**src/rtl/button_wb_writer_pkg.sv**
```systemverilog
// Shared types and helpers for the push-button to Wishbone LED writer.
package button_wb_writer_pkg;

  typedef enum logic [1:0] {
    IDLE     = 2'd0,
    REQ      = 2'd1,
    WAIT_ACK = 2'd2
  } btn_wb_state_t;

  localparam int SHADOW_W    = 8;
  localparam int SYNC_STAGES = 2;
  localparam int WB_ADR_W    = 32;
  localparam int WB_DAT_W    = 32;
  localparam int WB_SEL_W    = WB_DAT_W / 8;

  function automatic logic [2:0] popcount4(input logic [3:0] v);
    return {2'b00, v[0]} + {2'b00, v[1]} + {2'b00, v[2]} + {2'b00, v[3]};
  endfunction

  // Low nibble toggles per pressed button; high nibble counts presses modulo 16.
  function automatic logic [SHADOW_W-1:0] shadow_apply(input logic [SHADOW_W-1:0] s,
                                                       input logic [3:0]          p);
    logic [3:0] hi;
    hi = s[7:4] + {1'b0, popcount4(p)};
    return {hi, s[3:0] ^ p};
  endfunction

endpackage

```
**src/rtl/wishbone.sv**
```systemverilog
// Pipelined Wishbone bus bundle; the controller modport is the bus-master view.
interface wishbone;
  import button_wb_writer_pkg::*;

  logic                clk_i;
  logic                rst_i;
  logic                cyc_o;
  logic                stb_o;
  logic                we_o;
  logic [WB_ADR_W-1:0] adr_o;
  logic [WB_DAT_W-1:0] dat_o;
  logic [WB_SEL_W-1:0] sel_o;
  logic                ack_i;
  logic                stall_i;
  logic                err_i;
  logic                rty_i;

  modport controller (
    input  clk_i, rst_i, ack_i, stall_i, err_i, rty_i,
    output cyc_o, stb_o, we_o, adr_o, dat_o, sel_o
  );

endinterface

```
**src/rtl/button_wb_writer_debouncer.sv**
```systemverilog
// One button: 2-flop synchroniser, stability counter and registered rising-edge pulse.
module button_wb_writer_debouncer
  import button_wb_writer_pkg::*;
#(
  parameter int DEBOUNCE_CYCLES = 1_000_000
) (
  input  logic clk,
  input  logic rst,
  input  logic raw_i,
  output logic debounced_o,
  output logic rise_o
);

  localparam int              CNT_W    = $clog2(DEBOUNCE_CYCLES);
  localparam logic [CNT_W-1:0] CNT_LAST = CNT_W'(DEBOUNCE_CYCLES - 1);

  logic [SYNC_STAGES-1:0] sync_q, sync_d;
  logic [CNT_W-1:0]       cnt_q, cnt_d;
  logic                   deb_q, deb_d;
  logic                   rise_q, rise_d;
  logic                   level;

  assign level = sync_q[SYNC_STAGES-1];

  always_comb begin
    sync_d = {sync_q[SYNC_STAGES-2:0], raw_i};
    cnt_d  = cnt_q;
    deb_d  = deb_q;
    if (level == deb_q) begin
      cnt_d = '0;
    end else if (cnt_q == CNT_LAST) begin
      deb_d = level;
      cnt_d = '0;
    end else begin
      cnt_d = cnt_q + 1'b1;
    end
    rise_d = deb_d & ~deb_q;
  end

  always_ff @(posedge clk) begin
    if (rst) begin
      sync_q <= '0;
      cnt_q  <= '0;
      deb_q  <= 1'b0;
      rise_q <= 1'b0;
    end else begin
      sync_q <= sync_d;
      cnt_q  <= cnt_d;
      deb_q  <= deb_d;
      rise_q <= rise_d;
    end
  end

  assign debounced_o = deb_q;
  assign rise_o      = rise_q;

endmodule

```
**src/rtl/button_wb_writer.sv**
```systemverilog
// Debounced button presses update an 8-bit LED shadow that is pushed out by single Wishbone writes.
// Define BUTTON_WB_TIMEOUT_EN to abort and retry writes that get no response within TIMEOUT_CYCLES.
module button_wb_writer
  import button_wb_writer_pkg::*;
#(
  parameter int          NUM_BUTTONS     = 4,
  parameter int          DEBOUNCE_CYCLES = 1_000_000,
  parameter logic [31:0] WB_ADDR         = 32'h0,
  parameter int          TIMEOUT_CYCLES  = 256
) (
  wishbone.controller         wb,
  input  logic [NUM_BUTTONS-1:0] buttons,
  output logic                busy
);

  logic [NUM_BUTTONS-1:0] rise, level, press_evt;

  for (genvar i = 0; i < NUM_BUTTONS; i++) begin : g_btn
    button_wb_writer_debouncer #(
      .DEBOUNCE_CYCLES(DEBOUNCE_CYCLES)
    ) u_deb (
      .clk        (wb.clk_i),
      .rst        (wb.rst_i),
      .raw_i      (buttons[i]),
      .debounced_o(level[i]),
      .rise_o     (rise[i])
    );
  end

  // The pulse is registered alongside the level, so both are high together.
  assign press_evt = rise & level;

  btn_wb_state_t       state_q, state_d;
  logic [SHADOW_W-1:0] shadow_q, shadow_d;
  logic                dirty_q, dirty_d;
  logic [WB_DAT_W-1:0] dat_q, dat_d;

`ifdef BUTTON_WB_TIMEOUT_EN
  localparam int               TO_W    = (TIMEOUT_CYCLES > 1) ? $clog2(TIMEOUT_CYCLES) : 1;
  localparam logic [TO_W-1:0]  TO_LAST = TO_W'(TIMEOUT_CYCLES - 1);
  logic [TO_W-1:0] to_cnt_q, to_cnt_d;
  logic [7:0]      timeout_count_q, timeout_count_d;
  logic [7:0]      timeout_count;
  logic            timeout_pulse;
  assign timeout_count = timeout_count_q;
`endif

  always_comb begin
    state_d  = state_q;
    dirty_d  = dirty_q;
    dat_d    = dat_q;
    shadow_d = shadow_apply(shadow_q, press_evt);

    case (state_q)
      IDLE: begin
        if ((|press_evt) || dirty_q) begin
          state_d = REQ;
          dat_d   = {{(WB_DAT_W-SHADOW_W){1'b0}}, shadow_d};
          dirty_d = 1'b0;
        end
      end
      REQ: begin
        if (|press_evt) dirty_d = 1'b1;
        if (!wb.stall_i) begin
          if (wb.ack_i) begin
            state_d = IDLE;
          end else if (wb.err_i || wb.rty_i) begin
            state_d = IDLE;
            dirty_d = 1'b1;
          end else begin
            state_d = WAIT_ACK;
          end
        end
      end
      WAIT_ACK: begin
        if (|press_evt) dirty_d = 1'b1;
        if (wb.ack_i) begin
          state_d = IDLE;
        end else if (wb.err_i || wb.rty_i) begin
          state_d = IDLE;
          dirty_d = 1'b1;
        end
      end
      default: state_d = IDLE;
    endcase

`ifdef BUTTON_WB_TIMEOUT_EN
    to_cnt_d        = '0;
    timeout_pulse   = 1'b0;
    timeout_count_d = timeout_count_q;
    // Only an unanswered cycle ages; any termination restarts the count.
    if (state_q != IDLE && state_d != IDLE) begin
      if (to_cnt_q == TO_LAST) begin
        timeout_pulse = 1'b1;
        state_d       = IDLE;
        dirty_d       = 1'b1;
      end else begin
        to_cnt_d = to_cnt_q + 1'b1;
      end
    end
    if (timeout_pulse && timeout_count_q != 8'hFF) timeout_count_d = timeout_count_q + 8'd1;
`endif
  end

  always_ff @(posedge wb.clk_i) begin
    if (wb.rst_i) begin
      state_q  <= IDLE;
      shadow_q <= '0;
      dirty_q  <= 1'b0;
      dat_q    <= '0;
`ifdef BUTTON_WB_TIMEOUT_EN
      to_cnt_q        <= '0;
      timeout_count_q <= '0;
`endif
    end else begin
      state_q  <= state_d;
      shadow_q <= shadow_d;
      dirty_q  <= dirty_d;
      dat_q    <= dat_d;
`ifdef BUTTON_WB_TIMEOUT_EN
      to_cnt_q        <= to_cnt_d;
      timeout_count_q <= timeout_count_d;
`endif
    end
  end

  assign wb.cyc_o = (state_q != IDLE);
  assign wb.stb_o = (state_q == REQ);
  assign wb.we_o  = (state_q != IDLE);
  assign wb.adr_o = WB_ADDR;
  assign wb.dat_o = dat_q;
  assign wb.sel_o = '1;
  assign busy     = (state_q != IDLE) || dirty_q;

endmodule
```
**src/flat_wrapper.sv**
```systemverilog
// flat-port wrapper written by rule: the top's interface ports become plain ports
module button_wb_writer_flat import button_wb_writer_pkg::*;
#(
  parameter int          NUM_BUTTONS     = 4,
  parameter int          DEBOUNCE_CYCLES = 1_000_000,
  parameter logic [31:0] WB_ADDR         = 32'h0,
  parameter int          TIMEOUT_CYCLES  = 256
)
  (buttons, busy, wb_clk_i, wb_rst_i, wb_ack_i, wb_stall_i, wb_err_i, wb_rty_i, wb_cyc_o, wb_stb_o, wb_we_o, wb_adr_o, wb_dat_o, wb_sel_o);
  wishbone wb_i ();
  input  logic [NUM_BUTTONS-1:0] buttons;
  output logic busy;
  input wire logic [$bits(wb_i.clk_i)-1:0] wb_clk_i;
  input wire logic [$bits(wb_i.rst_i)-1:0] wb_rst_i;
  input wire logic [$bits(wb_i.ack_i)-1:0] wb_ack_i;
  input wire logic [$bits(wb_i.stall_i)-1:0] wb_stall_i;
  input wire logic [$bits(wb_i.err_i)-1:0] wb_err_i;
  input wire logic [$bits(wb_i.rty_i)-1:0] wb_rty_i;
  output wire logic [$bits(wb_i.cyc_o)-1:0] wb_cyc_o;
  output wire logic [$bits(wb_i.stb_o)-1:0] wb_stb_o;
  output wire logic [$bits(wb_i.we_o)-1:0] wb_we_o;
  output wire logic [$bits(wb_i.adr_o)-1:0] wb_adr_o;
  output wire logic [$bits(wb_i.dat_o)-1:0] wb_dat_o;
  output wire logic [$bits(wb_i.sel_o)-1:0] wb_sel_o;
  assign wb_i.clk_i = wb_clk_i;
  assign wb_i.rst_i = wb_rst_i;
  assign wb_i.ack_i = wb_ack_i;
  assign wb_i.stall_i = wb_stall_i;
  assign wb_i.err_i = wb_err_i;
  assign wb_i.rty_i = wb_rty_i;
  assign wb_cyc_o = wb_i.cyc_o;
  assign wb_stb_o = wb_i.stb_o;
  assign wb_we_o = wb_i.we_o;
  assign wb_adr_o = wb_i.adr_o;
  assign wb_dat_o = wb_i.dat_o;
  assign wb_sel_o = wb_i.sel_o;
  button_wb_writer #(.NUM_BUTTONS(NUM_BUTTONS), .DEBOUNCE_CYCLES(DEBOUNCE_CYCLES), .WB_ADDR(WB_ADDR), .TIMEOUT_CYCLES(TIMEOUT_CYCLES)) u_core (.wb(wb_i), .buttons(buttons), .busy(busy));
endmodule
```
**config.mk**
```make
export PLATFORM = sky130hd
export DESIGN_NAME = button_wb_writer_flat
export DESIGN_NICKNAME = d
export VERILOG_FILES = /design/src/rtl/button_wb_writer_pkg.sv /design/src/rtl/wishbone.sv /design/src/rtl/button_wb_writer_debouncer.sv /design/src/rtl/button_wb_writer.sv /design/src/flat_wrapper.sv
export SDC_FILE = /design/constraint.sdc
export NUM_CORES = 1
export LEC_CHECK = 0
export ABC_AREA = 1
export CAP_MARGIN = 20
export CORE_AREA = 2 2 159 161
export CTS_CLUSTER_DIAMETER = 40
export DETAILED_ROUTE_END_ITERATION = 8
export DIE_AREA = 0 0 161 163
export GPL_ROUTABILITY_DRIVEN = 0
export GPL_TIMING_DRIVEN = 0
export PLACE_DENSITY = 0.41
export REMOVE_ABC_BUFFERS = 1
export SLEW_MARGIN = 5
export SYNTH_ARGS = -nofsm -noshare
export SYNTH_HDL_FRONTEND = slang
export SYNTH_HIERARCHICAL = 1
export SYNTH_SLANG_ARGS = --single-unit
```
**constraint.sdc**
```tcl
create_clock -name wb_clk_i -period 3.3 [get_ports wb_clk_i]
set_input_delay 0.66 -clock wb_clk_i [delete_from_list [all_inputs] [get_ports wb_clk_i]]
set_output_delay 0.66 -clock wb_clk_i [all_outputs]
set_load 0.05 [all_outputs]
```
**Word level (Yosys, flattened, before mapping)**

Cells that the tools add are included.

- Logic and storage cells: 86
- Bits in registers: 115
- Output and inout port bits: 72
- Input port bits: 10

- Equality and inequality tests: 13
- Reductions and logical operators: 14
- Bitwise logic cells: 10
- Multiplexer cells: 21
- Add/sub/neg operators: 8

Operator list:

| cell | number |
|---|---|
| adder 20 x 1 -> 20 bit (second input constant) | 4 |
| == test 20 bit (second input constant) | 4 |
| two-way mux 1 bit | 13 |
| two-way mux 2 bit | 6 |
| OR reduction 3 bit | 4 |
| adder 3 x 1 -> 3 bit | 2 |
| case mux 2 bit (3 select lines) | 1 |
| adder 4 x 3 -> 4 bit | 1 |
| AND 1 bit | 4 |
| AND 4 bit | 1 |
| == test 1 bit | 4 |
| NOT 1 bit | 4 |
| AND reduction 2 bit | 2 |
| OR reduction 4 bit | 1 |
| bitwise XOR 4 bit | 1 |
| logical OR 1 bit | 3 |
| != test 3 x 2 -> 1 bit (second input constant) | 1 |
| case mux 1 bit (3 select lines) | 1 |
| AND reduction 3 bit | 1 |
| nonzero test 3 bit | 1 |
| adder 1 x 1 -> 2 bit | 1 |
| == test 2 x 1 -> 1 bit (second input constant) | 1 |
| == test 2 bit (second input constant) | 1 |
| logical NOT 2 bit | 1 |
| other kinds (3) | 3 |

**Logic depth before layout (Yosys ltp)**

- Depth after elaboration: 7
- Depth in mapped cells: 10
- Gate-level depth less buffers: 10

**Cells and area by module**

Netlist, hierarchy kept.

Modules (own cells, without submodules):

| module | area each (sq um) | cells an instance | seq. area each (sq um) | instances |
|---|---|---|---|---|
| button_wb_writer_debouncer (u_core.g_btn[0].u_deb ...) | 1,262.5 | 183 | 480.5 | 3 |
| button_wb_writer | 1,472.7 | 185 | 380.4 | 1 |
| button_wb_writer_debouncer (u_core.g_btn[1].u_deb) | 1,280.0 | 187 | 480.5 | 1 |

**Least setup slack after synthesis**

No wires, ideal clock.

- Path kind: register to register
- From: reg u_core.g_btn[0].u_deb.deb_q
- To: reg u_core.shadow_q[5]
- Setup time: 0.129 ns
- Clock period less this slack: 2.144 ns
- Required time: 3.171 ns
- Arrival: 2.016 ns
- Slack: 1.156 ns
- Buffers on the path: 0
- Stages on the path, launching flop included: 10
- Cell sequence: dfxtp_1 -> nand2_1 -> inv_1 -> fa_1 -> inv_1 -> fa_1 -> inv_1 -> fa_1 -> inv_1 -> nor2_1

- Longest elaborated chain between the ends: 5

RTL lines:

| item | line | source |
|---|---|---|
| from (decl) | button_wb_writer_debouncer.sv:19 | `logic deb_q, deb_d;` |
| from (signal assigned) | button_wb_writer_debouncer.sv:44 | `deb_q <= 1'b0;` |
| from (signal assigned) | button_wb_writer_debouncer.sv:49 | `deb_q <= deb_d;` |
| AND 4 bit | button_wb_writer.sv:31 | `assign press_evt = rise & level;` |
| adder 1 x 1 -> 2 bit | button_wb_writer_pkg.sv:17 | `return {2'b00, v[0]} + {2'b00, v[1]} + {2'b00, v[2]} + {2'b00, v[3]};` |
| adder 3 x 1 -> 3 bit (2 in a row) | button_wb_writer_pkg.sv:17 |  |
| adder 4 x 3 -> 4 bit | button_wb_writer_pkg.sv:24 | `hi = s[7:4] + {1'b0, popcount4(p)};` |
| via u_core.shadow_d[5] | button_wb_writer.sv:34 | `logic [SHADOW_W-1:0] shadow_q, shadow_d;` |
| to (signal assigned) | button_wb_writer.sv:117 | `shadow_q <= shadow_d;` |
| to (decl) | button_wb_writer.sv:34 |  |

The timed path passes the listed nets, and every way through them passes these cells.
A chain may end at the register's enable or synchronous reset.

**Worst setup path in the final report**

- From: reg u_core.state_q[0]
- To: out wb_cyc_o

- Longest elaborated chain between the ends: 1

RTL lines:

| item | line | source |
|---|---|---|
| from (decl) | button_wb_writer.sv:33 | `btn_wb_state_t state_q, state_d;` |
| from (signal assigned) | button_wb_writer.sv:116 | `state_q <= state_d;` |
| nonzero test 2 bit | button_wb_writer.sv:127 | `assign wb.cyc_o = (state_q != IDLE);` |
| to (decl) | flat_wrapper.sv:19 | `output wire logic [$bits(wb_i.cyc_o)-1:0] wb_cyc_o;` |

Every way passes these cells.

==> key figures <==
Status
  – Status: finished clean

Synth
  – Post-synth cell types: 32
  – Synthesized area per cell: 7.10 um2
  – Dominant synthesized flop cell: dfxtp_1
  – Yosys reg bits: 115
  – Post-synth EDFFs: 0
  – Synthesized area: 6540 um2
  – Mapped Cells: 921
  – Ys Warns: 6
  – Post-synthesis sequential area ratio: 35.2%
  – Asr flop ratio synth: 0%

Flow run
  – Maxcap violations: 0

Routing
  – Routed Antenna Nets: 0
  – DR WL/cell: 10.2 um
  – DRT Wirelength: 13.2 mm
  – TritonRoute pass-1 iters: 5
  – Routed via count: 5175
  – Drt initial violations: 211
  – DRC viols: 0
  – Detailed-route vias per instance: 4.00

Timing
  – Fin. Hold Viols: 0
  – Relative slew slack: 35.2%
  – Fmax: 0.368 GHz
  – Sum of negative setup slack: 0 ps
  – Final worst path period need: 2720 ps
  – Slew @ Worst Pin: 969 ps
  – Pins Over Slew Limit: 0
  – Worst Clk Skew: 9.00 ps
  – Fin crit share: 82.5%
  – # setup viols final: 0
  – RSZ-0062 raised after global routing: no

Layout
  – Antenna Cells: 0
  – Synth-to-Final Area Change: 12.9%
  – Fin nets: 975
  – Filler cells: 2739
  – Share of post-route cells with drive strength above 1: 14.2%

GRT
  – Grt total ovfl: 0
  – Vias in the first global route: 4932
  – First-pass GRT wire length: 22.7 mm
  – Initial antenna violation count: 0
  – Total global-route track usage: 10.7%
  – Largest net degree at the start of global routing: 23

Critical path
  – Crit Path Class: reg2out
  – Worst Path Arrival: 2060 ps
  – R2r startpoint: u_core/g_btn[0].u_deb/debounced_o
  – Endpoint type of the worst setup path: output pin
  – Required @ worst endpoint: 2640 ps
  – R2R Setup Slk: 870 ps
  – CP startpoint kind: flip-flop
  – Worst reg2reg path depth: 9
  – Max FO, Critical Path: 4
  – Worst r2r dst: u_core/shadow_q[5]

Place
  – Port bufs: 21
  – DP Wirelength: 9.81 mm

Die
  – IO Count: 82
  – Die ar.: 26200 um2
  – Die Ht: 163 um
  – Starting Density: 26.5%
  – Die width: 161 um
  – Number of cell rows: 58
  – CORE AREA: 24700 um2

Clocking
  – Clock Sinks: 115
  – Worst-Skew Late Latency: 410 ps
  – Clk slew on worst S/H paths: 50 ps
  – CTS Buf Count: 17
  – Root buf cell: clkbuf_16
  – H-tree depth: 4
  – # resized after CTS: 0
  – CTS max path bufs: 2
  – Setup Fix Bufs, Post-CTS: 0
  – CTS tree: built
  – Hold-fix buffers, CTS: 0

Hold path
  – Worst Hold Depth: 2
  – Hold endpoint: u_core/g_btn[1].u_deb/sync_q[1]
  – Hold Startpoint: u_core/g_btn[1].u_deb/sync_q[0]
  – Hold Path Class: reg2reg

Power and ir drop
  – Max rail drop VDD: 378 uV
  – Total power divided by cell area: 512 nW/um2
  – Power Total: 3780 uW
  – Static Leak: 0.00269 uW
==> flip-flops by register name, summed over array words and instances, names as in the netlist <==
register / count
u_core/wb.dat_o: 8
u_core/g_btn.u_deb/sync_q: 8
u_core/g_btn.u_deb/debounced_o: 4
u_core/g_btn.u_deb/cnt_q: 80
u_core/dirty_q: 1
u_core/g_btn.u_deb/rise_o: 4
u_core/state_q: 2
u_core/shadow_q: 8
==> Yosys cell counts, types with 4 or more instances <==
cell type / n / share of area, %
o21bai_1: 4 / 0.46
xnor2_1: 17 / 2.3
xor2_1: 21 / 2.8
buf_12: 5 / 1.5
o21ai_0: 12 / 0.92
a21oi_2: 8 / 1.1
nand3_1: 48 / 3.7
nand2_1: 188 / 11
dfxtp_1: 115 / 35
ha_1: 10 / 1.9
inv_2: 10 / 0.57
nand4_1: 18 / 1.7
nand3_2: 13 / 2.0
o21ai_1: 6 / 0.46
inv_1: 105 / 6.0
nand2_2: 16 / 1.5
nand2_4: 4 / 0.69
a21oi_1: 29 / 2.2
nand3b_1: 4 / 0.46
and2_1: 4 / 0.38
nor2_2: 47 / 4.5
nor2_1: 155 / 8.9
or2_0: 4 / 0.38
nor2_4: 4 / 0.69
buf_4: 61 / 7.0
==> layout make-up <==
class	count	area (um2)	share of cell area, %
multi-input combinational	681	3460	46.8
sequential	115	2300	31.2
inverter	116	438	5.93
clock inverter	10	110	1.49
clock buffer	20	457	6.18
tap	330	413	5.59
timing repair buffer	21	210	2.85
==> how the worst max path moves through the flow <==
stage                                 startpoint  slack [ps]                              end
2_1_floorplan  u_core/g_btn[0].u_deb/debounced_o        1160               u_core/wb.dat_o[5]
3_3_place_gp                            wb_rst_i         540   u_core/g_btn[1].u_deb/cnt_q[7]
3_5_place_dp                            wb_rst_i         540  u_core/g_btn[1].u_deb/cnt_q[13]
4_1_cts                        u_core/state_q[0]         530                         wb_cyc_o
5_1_grt                        u_core/state_q[0]         440                          wb_we_o
6_report                       u_core/state_q[0]         580                         wb_cyc_o
==> report_power, final <==
part / internal [uW] / total, uW / switching, uW
combinational: 138 / 575 / 438
sequential: 1410 / 1430 / 19.8
clock: 1130 / 1780 / 641
total: 2680 / 3780 / 1100
==> worst max-delay path, stage by stage (launching register included) <==
cell,delay [ps]
dfxtp_1,380
inv_1,80
ha_1,260
inv_1,120
clkdlybuf4s50_1,810
==> stage by stage <==
stage | worst slack, ps | utilization (%) | cells | instance area (um2) | hold slack [ps]
global placement | 541 | 27.6 | 1263 | 6820 | 401
detailed placement | 541 | 27.6 | 1263 | 6820 | 396
CTS | 533 | 29.9 | 1293 | 7390 | 406
global route | 436 | 29.9 | 1293 | 7390 | 431
finish | 579 | 29.9 | 1293 | 7390 | 403
floorplan | 1160 | - | 912 | 6200 | 388
==> cell usage in the layout (no fill, tap or decap), drive strengths merged, types with 4 or more instances in the layout <==
master / synthesis / layout
nand3: 61 / 61
inv: 116 / 116
clkinvlp: 0 / 4
o21bai: 4 / 4
nand2: 208 / 208
dfxtp: 115 / 115
conb: 2 / 60
nand3b: 4 / 4
xor2: 21 / 21
o21ai: 20 / 20
xnor2: 17 / 17
ha: 10 / 10
a21oi: 37 / 37
clkdlybuf4s50: 0 / 21
nand4: 18 / 18
clkinv: 0 / 4
nor2: 206 / 206
or2: 7 / 7
and2: 4 / 4
clkbuf: 1 / 20
==> per-layer routing <==
layer  GRT usage [%]  vias to the layer above  share of wire (%)
met5               0                        -                  0
met4            3.90                        0                1.1
met3            2.88                        9                3.6
met2            17.8                       92                 45
met1            13.4                     2280                 50
li1                -                     2794                  -
==> cells by family after synthesis <==
| logic type | share of synthesized area, % |
|---|---|
| XOR/XNOR | 5.09 |
| adder cells (fa/ha/maj) | 2.83 |
| flip-flops | 35.2 |
| AO/OA/AOI/OAI | 5.40 |
| AND/OR/NAND/NOR | 36.1 |
| other | 0.115 |
| buffers and inverters | 15.3 |
(Power assumes the default switching activity.)
==> RTL edit 1 (config.mk and constraints unchanged) <==
Build with the macro `BUTTON_WB_TIMEOUT_EN` defined.
--- a/src/rtl/button_wb_writer.sv
+++ b/src/rtl/button_wb_writer.sv
@@ -1,5 +1,7 @@
 // Debounced button presses update an 8-bit LED shadow that is pushed out by single Wishbone writes.
 // Define BUTTON_WB_TIMEOUT_EN to abort and retry writes that get no response within TIMEOUT_CYCLES.
+`define BUTTON_WB_TIMEOUT_EN
+
 module button_wb_writer
   import button_wb_writer_pkg::*;
 #(
Check against the original RTL: same outputs for any inputs over 10 cycles, from zero or initial values and one cycle with wb_rst_i high; that may be too few to reach the edited logic, so the function may still have changed.
==> RTL edit 1 against the unedited design <==
Register-to-register slack improved by 0.13 ns; highest routed layer unchanged; fmax increased by 0.11%; clock skew decreased by 0.00064 ns; via count increased by 1.0%; sequential share of layout area increased by 0.94 points; setup slack improved by 0.0030 ns; routed wire length increased by 3.0%; first-iteration DRC count unchanged; cell area increased by 3.8%; sequential cell count increased by 8; synthesized area increased by 3.0%; cell count increased by 1.8%.
Power is not compared: it rests on default switching activity, and its combinational part moved more than twofold at a synthesized area within 25%.
==> RTL edit 1: results (changes against the unedited design) <==
metric,value,unit,change
share of cells above drive strength 1,13.3,%,-0.94 points
synth top area cells,"dfxtp_1 37%, nand2_1 10%, nor2_1 9.1%",,
Non-clock buffer share,3.10,%,+0.25 points
DRT Wirelength,13.6,mm,+3.0%
DP HPWL,10.0,mm,+2.4%
hold path start,u_core/g_btn[2].u_deb/sync_q[0]$_SDFF_PP0_,,
CP Max Fanout,5,,+1
status,"finished, final reports clean",,
largest net degree at the start of global routing,24,,+4.3%
Layout clock area frac,8.01,%,+0.34 points
distinct cell type count after synthesis,33,,+3.1%
Worst-Margin Slew,0.556,ns,-0.413 ns
nets,993,,+1.8%
Synth top cells by count,"186 x nand2_1, 163 x nor2_1, 123 x dfxtp_1, 111 x inv_1, 61 x buf_4",,
multi-input gate share of total cell area,45.7,%,-1.1 points
sequential fraction of total cell area,32.1,%,+0.94 points
vias in the first global route,4972,,+0.81%
r2r endpoint,u_core/wb.dat_o[5]$_SDFFE_PP0P_,,
Crit path largest cell delay,0.70,ns,-0.11 ns
skew final,0.00837,ns,-0.000636 ns
DR pass1 iterations,4,,-1
total power,3640,uW,
GRT Overall Usage,11.0,%,+0.25 points
Synth Register Bits,123,,+7.0%
#MultiIn Comb,693,,+1.8%
Vias/cell,3.97,,-0.76%
## RTL edit 1: how the worst max path moves through the flow
stage	from	endpoint	slack, ns
floorplan	u_core/state_q[1]$_SDFF_PP0_	busy	1.13
global placement	wb_rst_i	u_core/g_btn[2].u_deb/cnt_q[14]$_SDFF_PP0_	0.52
detailed placement	wb_rst_i	u_core/g_btn[0].u_deb/cnt_q[9]$_SDFF_PP0_	0.51
CTS	u_core/state_q[1]$_SDFF_PP0_	busy	0.54
global route	u_core/state_q[1]$_SDFF_PP0_	busy	0.45
finish	u_core/state_q[1]$_SDFF_PP0_	busy	0.58
## RTL edit 1: critical path, delay by kind of cell (launching register included)
kind	cells	cell delay [ns]
AND/OR/NAND/NOR	2	0.46
flip-flops	1	0.34
buffers and inverters	2	0.84
## RTL edit 1: cell families (layout without fill, tap and decap cells)
family          Yosys count  in the layout  share of synthesized area, %
compound gates           62             62                          4.86
fa+ha+maj                10             10                          2.19
simple gates            517            517                          35.9
buf+inv                 183            170                          14.7
other cells               2             60                         0.111
flops                   123            123                          36.5
xor+xnor                 44             44                          5.72
## RTL edit 1: through the flow
stage | setup slack, ns | hold WS [ns] | area [um^2] | std cells
6_report | 0.582 | 0.402 | 7670 | 1316
3_5_place_dp | 0.514 | 0.397 | 7030 | 1283
5_1_grt | 0.448 | 0.421 | 7670 | 1316
2_1_floorplan | 1.13 | 0.388 | 6400 | 932
4_1_cts | 0.541 | 0.404 | 7640 | 1315
3_3_place_gp | 0.520 | 0.392 | 7030 | 1283
## RTL edit 1: per-layer routing
metal | vias up | track usage [%] | share of wire (%)
met4 | 0 | 3.45 | 1.4
met1 | 2305 | 13.8 | 49
li1 | 2846 | - | -
met2 | 64 | 18.0 | 47
met3 | 12 | 3.39 | 3.3
met5 | - | 0 | 0
==> RTL edit 2 (same flow settings) <==
Made on the original files. Take the reset off `dat_q` and load it in a clocked block of its own.
--- a/src/rtl/button_wb_writer.sv
+++ b/src/rtl/button_wb_writer.sv
@@ -107,7 +107,6 @@
       state_q  <= IDLE;
       shadow_q <= '0;
       dirty_q  <= 1'b0;
-      dat_q    <= '0;
 `ifdef BUTTON_WB_TIMEOUT_EN
       to_cnt_q        <= '0;
       timeout_count_q <= '0;
@@ -116,12 +115,15 @@
       state_q  <= state_d;
       shadow_q <= shadow_d;
       dirty_q  <= dirty_d;
-      dat_q    <= dat_d;
 `ifdef BUTTON_WB_TIMEOUT_EN
       to_cnt_q        <= to_cnt_d;
       timeout_count_q <= timeout_count_d;
 `endif
     end
+  end
+
+  always_ff @(posedge wb.clk_i) begin
+    dat_q <= dat_d;
   end
 
   assign wb.cyc_o = (state_q != IDLE);
Formal check against the unedited RTL: no difference found for any inputs over 10 cycles, from zero or initial values and one cycle with wb_rst_i high; that may be too few to reach the edited logic, so the function may still have changed.
==> RTL edit 2 against the unedited design <==
Sequential cell count unchanged; cell count fell by 1.1%; largest cell class unchanged; via count is 1.7% lower; total power fell by 3.9%; cell area decreased by 0.32%; register-to-register slack better by 0.04 ns; synthesized area is 0.82% lower; non-clock buffer count unchanged; routed wire length grew 0.52%; worst hold slack got worse by 0.0039 ns; setup slack better by 0.031 ns; sequential share of layout area up 1.2 points.
==> RTL edit 2: results (changes against the unedited design) <==
metric,value,unit,change
number of synthesized flops with an enable pin,8,,+8
initial antenna violation count,0,,unchanged
critical path arrival,2.03,ns,-0.03 ns
DP HPWL,9.85,mm,+0.38%
share of cells above drive strength 1,13.3,%,-0.95 points
Synth top cells by count,"187 x nand2_1, 149 x nor2_1, 114 x inv_1, 107 x dfxtp_1, 61 x buf_4",,
mean routed wirelength per cell,10.4,um,+1.6%
"reg-to-reg slack, setup",0.91,ns,+0.04 ns
largest net degree at the start of global routing,23,,unchanged
Comb power,407,uW,-29%
CP Max Fanout,5,,+1
r2r endpoint,u_core/wb.dat_o[5]$_DFFE_PP_,,
Layout Cells excl Fill,1279,,-1.1%
RR Startpoint,u_core/g_btn[0].u_deb/debounced_o$_SDFF_PP0_,,
"Seq/Total Area, Yosys",36.7,%,+1.5 points
IO Port Bufs,21,,unchanged
Worst Setup SP,u_core/state_q[0]$_SDFFE_PP0P_,,
Worst-Skew Late Latency,0.42,ns,
GRT Overall Usage,10.6,%,-0.12 points
postcts setup bufs,0,,unchanged
final hold slack,0.399,ns,-0.00385 ns
final critical path time including I/O delays and setup,2.69,ns,-0.0309 ns
Iter 0 DRT Violations,225,,+6.6%
distinct cell type count after synthesis,32,,unchanged
first-pass GRT wire length,22.3,mm,-2.0%
seq pwr,1430,uW,about the same
prevailing post-synth register cell,dfxtp_1,,
Tightest Hold Check Type,flip-flop to flip-flop,,
P_int,2590,uW,-3.5%
Placed Area,6790,um^2,-0.50%
hold path start,u_core/g_btn[0].u_deb/sync_q[0]$_SDFF_PP0_,,
reg2reg path depth,7,,-2
Final Cell Area,7360,um^2,-0.32%
# setup viols final,0,,unchanged
ANT cells,0,,unchanged
Filler Cell Count,2759,,+0.73%
max FFs per register,80,,unchanged
Hold Path Stages,2,,unchanged
Critical Path Sink Type,output pin,,
Leakage,0.00271,uW,+0.83%
DR pass1 iterations,5,,unchanged
Synth Instances,904,,-1.8%
Worst-Margin Slew,1.01,ns,+0.0446 ns
dpl cells,1247,,-1.3%
VDD IR max,0.353,mV,-6.8%
crit-path leading delay family,buffers and inverters,,
crit path capture,wb_cyc_o,,
vias in the first global route,4584,,-7.1%
synth top area cells,"dfxtp_1 33%, nand2_1 11%, nor2_1 8.6%",,
Vias/cell,3.98,,-0.64%
Crit path largest cell delay,0.80,ns,
nets,959,,-1.6%
sink of the worst hold path,u_core/g_btn[0].u_deb/sync_q[1]$_SDFF_PP0_,,
DP Worst Slack,0.520,ns,-0.0204 ns
status,"finished, final reports clean",,
skew final,0.0110,ns,+0.00202 ns
Clock net power,1800,uW,
-- RTL edit 2: kinds of logic (layout without fill, tap and decap cells) --
family,after synthesis,after routing,share of synthesized area (%)
DFF,115,115,36.7
adders and majority gates,13,13,2.85
xor gates and xnor gates,37,37,5.00
and+or+nand+nor,501,501,35.9
other,2,60,0.116
AOI/OAI and AO/OA,51,51,4.15
buffers and inverters,185,172,15.2
-- RTL edit 2: cell type report --
type,count,share of cell area (%)
clock buffer,18,6.12
inverter,119,6.07
multi-input combinational,662,45.3
clock inverter,14,1.72
tap,330,5.61
sequential,115,32.4
timing repair buffer,21,2.86
-- RTL edit 2: metal layers --
metal / routed length (um) / global-route usage [%]
met1: 6580 / 13.7
met2: 5930 / 17.1
met3: 587 / 2.52
met4: 150 / 4.26
met5: 0 / 0
-- RTL edit 2: worst register-to-register path, stage by stage, from the launching register on --
cell and delay [ns]:
dfxtp_1 0.33, nand2_1 0.17, inv_1 0.09, fa_1 0.53, inv_1 0.05, fa_1 0.38, inv_1 0.10, fa_1 0.45
